**config.mk**
```make
export PLATFORM = sky130hd
export DESIGN_NAME = inv_search_2
export DESIGN_NICKNAME = d
export VERILOG_FILES = /design/src/rtl/inv_search_2.sv
export SDC_FILE = /design/constraint.sdc
export NUM_CORES = 1
export LEC_CHECK = 0
export BUFFER_PORTS_ARGS = -buffer_cell sky130_fd_sc_hd__buf_2
export CAP_MARGIN = 5
export CORE_MARGIN = 2
export CORE_UTILIZATION = 50
export DETAILED_ROUTE_END_ITERATION = 7
export PLACE_DENSITY = 0.72
export SYNTH_ARGS = -nofsm -noshare
export SYNTH_HDL_FRONTEND = slang
export SYNTH_SLANG_ARGS = --single-unit
```
**constraint.sdc**
```tcl
create_clock -name i_clk -period 3.86 [get_ports i_clk]
set_input_delay 0.193 -clock i_clk [delete_from_list [all_inputs] [get_ports i_clk]]
set_output_delay 0.193 -clock i_clk [all_outputs]
set_load 0.005 [all_outputs]
```
**src/rtl/inv_search_2.sv**
```systemverilog
// -----------------------------------------------------------------------------
// inv_search_2
//   Inverse solver for the 3-bit gate function F(a,b) -> y. After a target y is
//   accepted, the block walks all 64 (a,b) candidates in ascending order, one
//   per clock, and reports the first pair that produces y. If no pair produces
//   y, it reports found=0 with a/b = 0.
//
//   Candidate index: a = idx[2:0], b = idx[5:3].
//
//   Optional feature (macro INV_SEARCH_ABORT_EN):
//     adds input i_abort. When i_abort is high in SEARCH, the block returns to
//     IDLE without raising done_valid and leaves the result outputs as they
//     were. With the macro undefined there is no abort port.
//
// Ports
//   i_clk          clock, all state changes on rising edge
//   i_rst          synchronous active-high reset
//   i_start_valid  request to solve for i_target
//   o_start_ready  block can accept a request (IDLE and not in reset)
//   i_target       required y, sampled only when a start is accepted
//   o_done_valid   result available (DONE)
//   i_done_ready   consumer accepts result
//   i_abort        (INV_SEARCH_ABORT_EN only) abandon the current search
//   o_found        1 = o_a_out/o_b_out are a solution, 0 = target unreachable
//   o_a_out        solution a
//   o_b_out        solution b
//   o_busy         high while searching
//
// state  | meaning
// IDLE   | waiting for a start request
// SEARCH | evaluating candidate r_idx this cycle
// DONE   | result held until the consumer accepts it
// -----------------------------------------------------------------------------
module inv_search_2 #(
    parameter int W     = 3,        // F is only defined for 3-bit operands
    parameter int IDX_W = 2 * W
) (
    input  logic         i_clk,
    input  logic         i_rst,
    input  logic         i_start_valid,
    output logic         o_start_ready,
    input  logic [W-1:0] i_target,
    output logic         o_done_valid,
    input  logic         i_done_ready,
`ifdef INV_SEARCH_ABORT_EN
    input  logic         i_abort,
`endif
    output logic         o_found,
    output logic [W-1:0] o_a_out,
    output logic [W-1:0] o_b_out,
    output logic         o_busy
);

    typedef enum logic [1:0] {
        IDLE   = 2'd0,
        SEARCH = 2'd1,
        DONE   = 2'd2
    } state_t;

    localparam logic [IDX_W-1:0] IDX_LAST = {IDX_W{1'b1}};

    state_t           r_state;
    state_t           w_next_state;
    logic [IDX_W-1:0] r_idx;
    logic [W-1:0]     r_target;
    logic             r_found;
    logic [W-1:0]     r_a;
    logic [W-1:0]     r_b;

    logic             w_abort;
    logic [W-1:0]     w_a;
    logic [W-1:0]     w_b;
    logic [W-1:0]     w_y;
    logic             w_match;
    logic             w_last;

`ifdef INV_SEARCH_ABORT_EN
    assign w_abort = i_abort;
`else
    assign w_abort = 1'b0;
`endif

    // Forward function evaluated on the current candidate
    always_comb begin
        logic w0, w1, w2, w3, w4, w5;
        w_a = r_idx[W-1:0];
        w_b = r_idx[IDX_W-1:W];
        w0  = w_a[0] | w_b[2];
        w2  = w_a[2] & w_b[2];
        w1  = w0 & w_b[0];
        w3  = w2 | w_b[1];
        w4  = w_a[1] | w_b[0];
        w5  = w4 & ~w_b[2];
        w_y = {w3 | w5, (w0 ^ w2) & w3, w1 ^ w2};
    end

    assign w_match = (w_y == r_target);
    assign w_last  = (r_idx == IDX_LAST);

    always_comb begin
        w_next_state = r_state;
        case (r_state)
            IDLE: begin
                if (i_start_valid) w_next_state = SEARCH;
            end
            SEARCH: begin
                // abort takes priority over a match in the same cycle
                if (w_abort)                w_next_state = IDLE;
                else if (w_match || w_last) w_next_state = DONE;
            end
            DONE: begin
                if (i_done_ready) w_next_state = IDLE;
            end
            default: w_next_state = IDLE;
        endcase
    end

    always_ff @(posedge i_clk) begin
        if (i_rst) begin
            r_state  <= IDLE;
            r_idx    <= '0;
            r_target <= '0;
            r_found  <= 1'b0;
            r_a      <= '0;
            r_b      <= '0;
        end else begin
            r_state <= w_next_state;
            case (r_state)
                IDLE: begin
                    if (i_start_valid) begin
                        r_target <= i_target;
                        r_idx    <= '0;
                    end
                end
                SEARCH: begin
                    if (!w_abort) begin
                        if (w_match) begin
                            r_found <= 1'b1;
                            r_a     <= w_a;
                            r_b     <= w_b;
                        end else if (w_last) begin
                            r_found <= 1'b0;
                            r_a     <= '0;
                            r_b     <= '0;
                        end else begin
                            r_idx <= r_idx + 1'b1;
                        end
                    end
                end
                default: ;
            endcase
        end
    end

    // start_ready is masked by reset so nothing can be accepted while held
    assign o_start_ready = (r_state == IDLE) && !i_rst;
    assign o_done_valid  = (r_state == DONE);
    assign o_busy        = (r_state == SEARCH);
    assign o_found       = r_found;
    assign o_a_out       = r_a;
    assign o_b_out       = r_b;

endmodule

```
==> results of run 1 <==
==> metal layers <==
layer  vias to the layer above  global-route usage
li1                        427                   -
met1                       385              0.2416
met2                        24              0.3053
met3                         0             0.07778
met4                         0             0.03784
met5                         -                   0
==> metrics by stage <==
step / hold slack [ns] / instances
floorplan: 0.3369 / 109
global placement: 0.4201 / 146
detailed placement: 0.4294 / 146
CTS: 0.1190 / 150
global route: 0.1095 / 150
finish: 0.1198 / 150
==> kinds of logic (layout without fill, tap and decap cells) <==
group | after synthesis | after routing
simple gates | 52 | 52
buf+inv | 8 | 22
compound gates | 21 | 21
fa+ha+maj | 1 | 1
flops | 18 | 18
mux | 9 | 9
==> how the worst max path moves through the flow <==
stage | start | end
global placement | r_idx[0] | r_idx[3]
global route | r_idx[0] | r_idx[3]
CTS | r_idx[0] | r_idx[3]
floorplan | r_idx[2] | r_idx[4]
finish | r_idx[0] | r_idx[3]
detailed placement | r_idx[0] | r_idx[3]
==> worst max-delay path, delay by kind of cell, from the launching register on <==
kind / cells / cell delay (ns)
DFF: 1 / 0.39
AOI/OAI and AO/OA: 1 / 0.16
and+or+nand+nor: 4 / 1.23
adders and majority gates: 1 / 0.26
==> state kept, by name, indices dropped and copies added (netlist names) <==
name,count
o_a_out,3
o_b_out,3
o_found,1
r_idx,6
r_state,2
r_target,3
==> layout make-up <==
cell class	instances	share of cell area
inverters	2	0.006865
well taps	27	0.03089
multi-input cells	83	0.5263
clock buffers	4	0.03318
flip-flops and latches	18	0.3295
repair buffers	16	0.07323
==> cell usage in the layout, fill, tap and decap left out, types with 2 or more instances in the layout <==
cell,instances
dfxtp_1,18
nand2_1,7
nand2b_1,4
nor3_2,2
o211ai_1,6
mux2i_1,8
nor2_1,11
buf_2,16
clkbuf_4,3
or4_1,3
o21ai_1,2
and2_1,6
nand3_1,5
a31oi_1,3
a21oi_1,6
==> power by group <==
part / leakage [uW] / internal (uW) / switching (uW)
Combinational: 0.000308 / 22.1 / 33.5
Clock: 0.0000210 / 57.5 / 57.2
Sequential: 0.000146 / 192 / 5.41
Total: 0.000475 / 271 / 96.1
==> flow_metrics.env, run 1 <==
export IMPL_crit_path_top_delay_cell="or4_1"
export IMPL_maxSlewViolCount=0
export IMPL_routabilityCongestion=0.8420
export IMPL_pre_cts_slack_ns=1.798
export IMPL_synth_cell_types=39
export IMPL_dieWidth_um=48.27
export IMPL_drc_errors=0
export IMPL_avgSynthCellArea_um2=8.988
export IMPL_path_clk_slew_ns=0.10
export IMPL_dpl_cell_area_um2=1057
export IMPL_wl_met1_um=917
export IMPL_wl_met2_um=950
export IMPL_synthTopCellsByCount="18 x dfxtp_1, 11 x nor2_1, 8 x mux2i_1"
export IMPL_utilization=0.5750
export IMPL_synthAdderAreaFrac=0.01277
export IMPL_via_count=836
export IMPL_area_growth_pct=11.62
export IMPL_cts_sinks=18
export IMPL_synthMuxAreaShare=0.09323
export IMPL_track_usage=0.1906
export IMPL_setup_tns_ns=0
export IMPL_nNetsFinal=132
export IMPL_report_final_setup_viol=0
export IMPL_grt_antenna_before_repair=0
export IMPL_synth_area_top_cells="dfxtp_1 37%, mux2i_1 8.2%, o211ai_1 4.6%"
export IMPL_core_um2=1902
export IMPL_fin_area_um2=1094
export IMPL_ys_ff_latch=18
export IMPL_syn_inst=109
export IMPL_synth_top_family_by_area="simple AND/OR/NAND/NOR gates"
export IMPL_crit_fanout=8
export IMPL_clock_latency_ns=0.29
export IMPL_io_buffers=16
export IMPL_skew_ns=0.007236
export IMPL_ir_drop_mv=0.2827
export IMPL_synth_edf_count=0
export IMPL_worst_pin_slew_ns=0.4183
export IMPL_cts_hold_buf=0
export IMPL_worst_hold_path_endpoint="r_target[0]"
export IMPL_yosysTopAreaCell="dfxtp_1"
export IMPL_worstHoldPathCells=3
export IMPL_synth_nets=117
export IMPL_drv_cap=0
export IMPL_grt_max_degree=20
export IMPL_die_h_um=48.27
export IMPL_cts_root_buf="clkbuf_4"
export IMPL_cts_inserted_buffers=3
export IMPL_detail_route_wl_per_cell_um=13.11
export IMPL_period_share=0.5418
export IMPL_synth_top_flop_cell="dfxtp_1"
export IMPL_dieArea_um2=2330
export IMPL_reg2regPathDepth=6
export IMPL_hold_class="in -> reg"
export IMPL_drt_initial_drc_count=13
export IMPL_multi_input_area_um2=575.6
export IMPL_layout_setup_ws_ns=1.769
export IMPL_grt_pass1_vias=731
export IMPL_routed_top_layer="met3"
export IMPL_status="finished, final reports clean"
export IMPL_power_density_nw_per_um2=336.0
export IMPL_drtAntennaViolNets=0
export IMPL_crit_required_ns=4.09
export IMPL_total_power_uw=367.5
export IMPL_rsz0062_at_grt="no"
export IMPL_hold_path_startpoint="i_target[0]"
export IMPL_seq_area_um2=360.3
export IMPL_cts_resized=0
export IMPL_drt_pass1_iterations=4
export IMPL_start_util=0.5151
export IMPL_io_pins=17
export IMPL_overflow=0
export IMPL_synth_warnings=0
export IMPL_grt_first_pass_wirelength_mm=3.098
export IMPL_end_kind="flop"
export IMPL_slowest_delay_ns=0.51
export IMPL_synthArstFlopShare=0
export IMPL_drive_gt1_frac=0.2439
export IMPL_slew_headroom=0.7204
export IMPL_detailed_place_hpwl_mm=1.423
export IMPL_routed_wl_mm=1.967
export IMPL_crit_type="reg -> reg"
export IMPL_rr_startpoint="r_idx[0]"
export IMPL_r2r_slack_ns=1.77
export IMPL_yosysMostFrequentCell="dfxtp_1"
export IMPL_htree_levels=1
export IMPL_r2r_end="r_idx[3]"
export IMPL_post_cts_buffers=0
export IMPL_leakage_uw=0.0004749
export IMPL_met3_length_um=98
export IMPL_synth_simple_area_share=0.3461
export IMPL_fill_cells=169
export IMPL_yosysSeqAreaShare=0.3678
export IMPL_synth_compound_area_frac=0.1354
export IMPL_yosysTopAreaCellShare=0.3678
export IMPL_synth_xor_area_share=0
export IMPL_cts_buffer_depth=2
export IMPL_syn_area_um2=979.7
export IMPL_fmax_mhz=478.2
export IMPL_cp_start_kind="flop"
export IMPL_min_period_ns=2.091
export IMPL_crit_arrival_ns=2.32
export IMPL_antennaDiodeCount=0
export IMPL_cp_cell_sequence="ha_1 -> and3_1 -> and3_2 -> nand2b_1 -> or4_1 -> a31oi_1"
export IMPL_cts_tree="yes"
export IMPL_viasPerCell=5.573
export IMPL_hold_viol=0
export IMPL_rows=16
Power figures use the tool's default switching activity.
==> run 2, diff against run 1 <==
Settings changed: ABC_AREA set to 1, PLACE_DENSITY 0.72 to 0.73.
Clock period 3.86 ns to 2 ns, I/O delays scaled along.
==> flow_metrics.env, run 2 <==
export IMPL_area_growth_pct=12.97
export IMPL_cts_sinks=18
export IMPL_detailed_place_hpwl_mm=1.610
export IMPL_grt_max_degree=18
export IMPL_routed_wl_mm=2.208
export IMPL_cts_resized=0
export IMPL_viasPerCell=5.271
export IMPL_largest_reg_flops=6
export IMPL_crit_type="reg -> reg"
export IMPL_ys_ff_latch=18
export IMPL_worst_pin_slew_ns=0.3272
export IMPL_yosysSeqAreaShare=0.3775
export IMPL_yosysTopAreaCell="dfxtp_1"
export IMPL_overflow=0
export IMPL_reg2regPathDepth=8
export IMPL_die_h_um=47.70
export IMPL_rr_startpoint="r_idx[0]"
export IMPL_cts_buffer_depth=2
export IMPL_grt_first_pass_wirelength_mm=3.491
export IMPL_r2r_slack_ns=0.25
export IMPL_rows=15
export IMPL_clock_latency_ns=0.30
export IMPL_leakage_uw=0.0004940
export IMPL_io_pins=17
export IMPL_synth_edf_count=0
export IMPL_via_count=954
export IMPL_grt_antenna_before_repair=0
export IMPL_track_usage=0.2217
export IMPL_synthArstFlopShare=0
export IMPL_skew_ns=0.009446
export IMPL_drt_initial_drc_count=25
export IMPL_dieWidth_um=47.70
export IMPL_grt_pass1_vias=805
export IMPL_htree_levels=1
export IMPL_start_util=0.5411
export IMPL_cts_hold_buf=0
export IMPL_synth_area_top_cells="dfxtp_1 38%, nand2_1 13%, nand3_1 6.8%"
export IMPL_dp_cells=178
export IMPL_post_cts_buffers=0
export IMPL_end_kind="flop"
export IMPL_worstHoldPathCells=3
export IMPL_power_density_nw_per_um2=953.0
export IMPL_synthTopCellsByCount="33 x nand2_1, 18 x dfxtp_1, 16 x nor2_1"
export IMPL_syn_inst=139
export IMPL_routabilityCongestion=0.8540
export IMPL_drtAntennaViolNets=0
export IMPL_setup_tns_ns=0
export IMPL_yosysTopAreaCellShare=0.3775
export IMPL_syn_area_um2=954.7
export IMPL_worst_hold_path_endpoint="r_target[1]"
export IMPL_fmax_mhz=570.2
export IMPL_hold_viol=0
export IMPL_cp_start_kind="flop"
export IMPL_layout_commonest_cell="nand2_1"
export IMPL_drt_pass1_iterations=4
export IMPL_hold_path_startpoint="i_target[1]"
export IMPL_hold_class="in -> reg"
export IMPL_antennaDiodeCount=0
export IMPL_synth_nets=147
export IMPL_top_register="r_idx"
export IMPL_crit_path_top_delay_cell="dfxtp_1"
export IMPL_avgSynthCellArea_um2=6.868
export IMPL_rsz0062_at_grt="no"
export IMPL_r2r_end="r_idx[3]"
export IMPL_cts_tree="yes"
export IMPL_slowest_delay_ns=0.48
export IMPL_final_cell_mix="33 x nand2_1, 18 x dfxtp_1, 16 x nor2_1, 16 x buf_2, 13 x nand3_1"
export IMPL_cp_cell_sequence="ha_1 -> nand2_1 -> nor3_2 -> nand3_1 -> buf_4 -> nand4_2 -> nand2_1 -> nor2_1"
export IMPL_dieArea_um2=2275
export IMPL_crit_top_cell="nand2_1"
export IMPL_ir_drop_mv=0.5577
export IMPL_nNetsFinal=166
export IMPL_path_clk_slew_ns=0.11
export IMPL_slew_headroom=0.7816
export IMPL_cts_root_buf="clkbuf_4"
export IMPL_detail_route_wl_per_cell_um=12.20
export IMPL_report_final_setup_viol=0
export IMPL_crit_arrival_ns=2.00
export IMPL_min_period_ns=1.754
export IMPL_cts_inserted_buffers=3
export IMPL_core_um2=1764
export IMPL_status="finished, final reports clean"
export IMPL_io_buffers=16
export IMPL_drive_gt1_frac=0.2115
export IMPL_fin_cells=181
export IMPL_synth_cell_types=22
export IMPL_crit_fanout=9
export IMPL_synth_warnings=0
export IMPL_period_share=0.8769
export IMPL_drv_cap=0
export IMPL_maxSlewViolCount=0
export IMPL_crit_required_ns=2.24
export IMPL_drc_errors=0
export IMPL_fill_cells=176
export IMPL_yosysMostFrequentCell="nand2_1"
export IMPL_synth_top_flop_cell="dfxtp_1"
==> run 2: cell count changes after synthesis, moves of 8 or more <==
cell	before	now
inv_1	1	11
mux2i_1	8	0
nand2_1	7	33
nand3_1	5	13
==> run 2: routing by layer <==
layer / part of all wire / wire length [um] / vias to the layer above / global-route usage
met5: 0 / 0 / - / 0
met4: 0.012 / 27 / 0 / 0.07568
met2: 0.48 / 1060 / 30 / 0.3467
met1: 0.45 / 1003 / 424 / 0.3018
met3: 0.053 / 117 / 4 / 0.04906
li1: - / - / 496 / -
==> run 2: layout make-up <==
type	instances	area, um^2	area share
repair buffers	18	95.09	0.08817
inverters	15	56.30	0.05220
well taps	25	31.28	0.02900
flip-flops and latches	18	360.3	0.3341
multi-input cells	102	513.0	0.4756
clock buffers	3	22.52	0.02088
==> run 2: kinds of logic after synthesis <==
family | after synthesis | share of synthesized area
AOI/OAI and AO/OA | 20 | 0.1048
adders and majority gates | 1 | 0.01310
buffers and inverters | 19 | 0.08519
DFF | 18 | 0.3775
and+or+nand+nor | 81 | 0.4194
==> run 2: worst max path at each step <==
stage                  start  depth (start not counted)        to  slack (ns)
global placement    r_idx[0]                          7  r_idx[5]        0.36
finish              r_idx[0]                          8  r_idx[3]        0.25
detailed placement  r_idx[0]                          8  r_idx[3]        0.29
global route        r_idx[0]                          8  r_idx[0]        0.12
floorplan           r_idx[0]                          7  r_idx[5]        0.57
CTS                 r_idx[0]                          8  r_idx[4]        0.28
==> run 2: worst max-delay path: cells and delay by family, from the launching register on <==
family                   cells  cell delay [ns]
adder cells (fa/ha/maj)      1             0.23
buffers and inverters        1             0.26
flip-flops                   1             0.48
AND/OR/NAND/NOR              6             0.75
==> run 2: report_power, final <==
group	internal (uW)	switching, uW
combinational	130	236
sequential	409	68.1
clock	70.3	114
==> run 2: stage by stage <==
step / instance area (um^2) / util / hold WS (ns) / setup WS [ns] / power, uW
6_report: 1079 / 0.6113 / 0.07273 / 0.2463 / 1028
5_1_grt: 1079 / 0.6113 / 0.08253 / 0.1223 / 1099
4_1_cts: 1079 / 0.6113 / 0.07507 / 0.2781 / 1031
3_5_place_dp: 1056 / 0.5986 / 0.3989 / 0.2910 / 848.1
3_3_place_gp: 1056 / 0.5986 / 0.3770 / 0.3592 / 837.0
2_1_floorplan: 954.7 / - / 0.2928 / 0.5703 / 763.8
==> run 3, diff against run 2 <==
Settings changed: CORE_UTILIZATION 50 to 25, PLACE_DENSITY 0.73 to unset.
==> flow_metrics.env, run 3 (synthesis results as in run 2) <==
export IMPL_drt_initial_drc_count=32
export IMPL_top_register="r_idx"
export IMPL_status="finished, final reports clean"
export IMPL_drv_cap=0
export IMPL_dieArea_um2=4329
export IMPL_cts_sinks=18
export IMPL_maxSlewViolCount=0
export IMPL_leakage_uw=0.0005071
export IMPL_report_final_setup_viol=0
export IMPL_cp_start_kind="flop"
export IMPL_routabilityCongestion=0.8279
export IMPL_cts_resized=0
export IMPL_cts_hold_buf=0
export IMPL_cts_tree="yes"
export IMPL_final_cell_mix="33 x nand2_1, 18 x dfxtp_1, 16 x nor2_1, 16 x buf_2, 13 x nand3_1"
export IMPL_largest_reg_flops=6
export IMPL_area_growth_pct=18.74
export IMPL_r2r_end="r_idx[1]"
export IMPL_grt_pass1_vias=773
export IMPL_period_share=0.8258
export IMPL_crit_start="r_idx[1]"
export IMPL_track_usage=0.1035
export IMPL_layout_commonest_cell="nand2_1"
export IMPL_drtAntennaViolNets=0
export IMPL_fill_cells=408
export IMPL_min_period_ns=1.652
export IMPL_cp_endpoint="r_idx[1]"
export IMPL_grt_first_pass_wirelength_mm=3.401
export IMPL_use_met2=0.1780
export IMPL_cts_root_buf="clkbuf_8"
export IMPL_drive_gt1_frac=0.2166
export IMPL_end_kind="flop"
export IMPL_fmax_mhz=605.5
export IMPL_worst_pin_slew_ns=0.2778
export IMPL_detailed_place_hpwl_mm=1.615
export IMPL_rsz0062_at_grt="no"
export IMPL_viasPerCell=4.420
export IMPL_detail_route_wl_per_cell_um=10.56
export IMPL_io_buffers=16
export IMPL_rr_startpoint="r_idx[1]"
export IMPL_io_pins=17
export IMPL_r2r_slack_ns=0.35
export IMPL_ir_drop_mv=0.2620
export IMPL_dieWidth_um=65.80
export IMPL_setup_tns_ns=0
export IMPL_drt_pass1_iterations=4
export IMPL_fin_area_um2=1134
export IMPL_overflow=0
export IMPL_crit_arrival_ns=1.84
export IMPL_cts_inserted_buffers=3
export IMPL_hold_class="in -> reg"
export IMPL_skew_ns=0.002726
export IMPL_htree_levels=1
export IMPL_top_usage_layer="met2"
export IMPL_nNetsFinal=167
export IMPL_crit_type="reg -> reg"
export IMPL_dpl_cell_area_um2=1092
export IMPL_met1_usage=0.1170
export IMPL_grt_max_degree=18
export IMPL_grt_antenna_before_repair=0
export IMPL_reg2regPathDepth=8
export IMPL_path_clk_slew_ns=0.07
export IMPL_clock_latency_ns=0.26
export IMPL_crit_required_ns=2.19
export IMPL_slew_headroom=0.8136
export IMPL_start_util=0.2608
export IMPL_power_density_nw_per_um2=967.7
export IMPL_met3_usage=0.02044
export IMPL_crit_fanout=11
export IMPL_die_h_um=65.80
export IMPL_hold_viol=0
export IMPL_cts_buffer_depth=2
export IMPL_via_count=906
export IMPL_rows=22
export IMPL_core_um2=3661
export IMPL_drc_errors=0
export IMPL_antennaDiodeCount=0
export IMPL_post_cts_buffers=0
export IMPL_routed_wl_mm=2.164
run 3: cell count changes in the layout (fill, tap and decap cells not counted), sizes merged:
| cell | before | now |
|---|---|---|
| buf | 18 | 19 |
run 3: worst min path at each step:
stage	start	endpoint	slack (ns)	cells past startpoint
after detailed placement	i_target[1]	r_target[1]	0.39	3
after global placement	i_target[1]	r_target[1]	0.38	3
after CTS	i_target[1]	r_target[1]	0.12	3
final	i_target[1]	r_target[1]	0.12	3
after floorplan	i_target[0]	r_target[0]	0.29	2
after global routing	i_target[1]	r_target[1]	0.12	3
run 3: where the power goes:
part           internal [uW]  total, uW  switching [uW]
combinational            137        375             238
sequential               410        469            59.9
clock                    134        253             119
total                    680       1100             417
run 3: layout make-up:
class	instances	area, um^2	share of cell area
flip-flops and latches	18	360.3	0.3179
clock buffers	3	41.29	0.03642
well taps	48	60.06	0.05298
multi-input cells	102	513.0	0.4525
inverters	15	56.30	0.04967
repair buffers	19	102.6	0.09051
run 3: layer usage:
layer  vias up  wire length (um)
li1        492                 -
met1       401              1015
met2        11              1037
met3         2                79
met4         0                31
met5         -                 0
run 3: metrics by stage:
stage,hold slack (ns),total power (uW),std cells,worst slack [ns],utilization
2_1_floorplan,0.2928,763.8,139,0.5703,-
3_3_place_gp,0.3836,853.2,202,0.3808,0.2984
3_5_place_dp,0.3889,852.6,202,0.3805,0.2984
4_1_cts,0.1177,1110,205,0.3765,0.3096
5_1_grt,0.1156,1179,205,0.1901,0.3096
6_report,0.1217,1097,205,0.3484,0.3096
run 3: worst max-delay path: stages (launching register included):
cell and delay (ns):
dfxtp_1 0.45, ha_1 0.23, nand2_1 0.09, nor3_2 0.14, nand3_1 0.20, buf_4 0.24
nand4_1 0.09, nand2_1 0.06, nor2_1 0.10
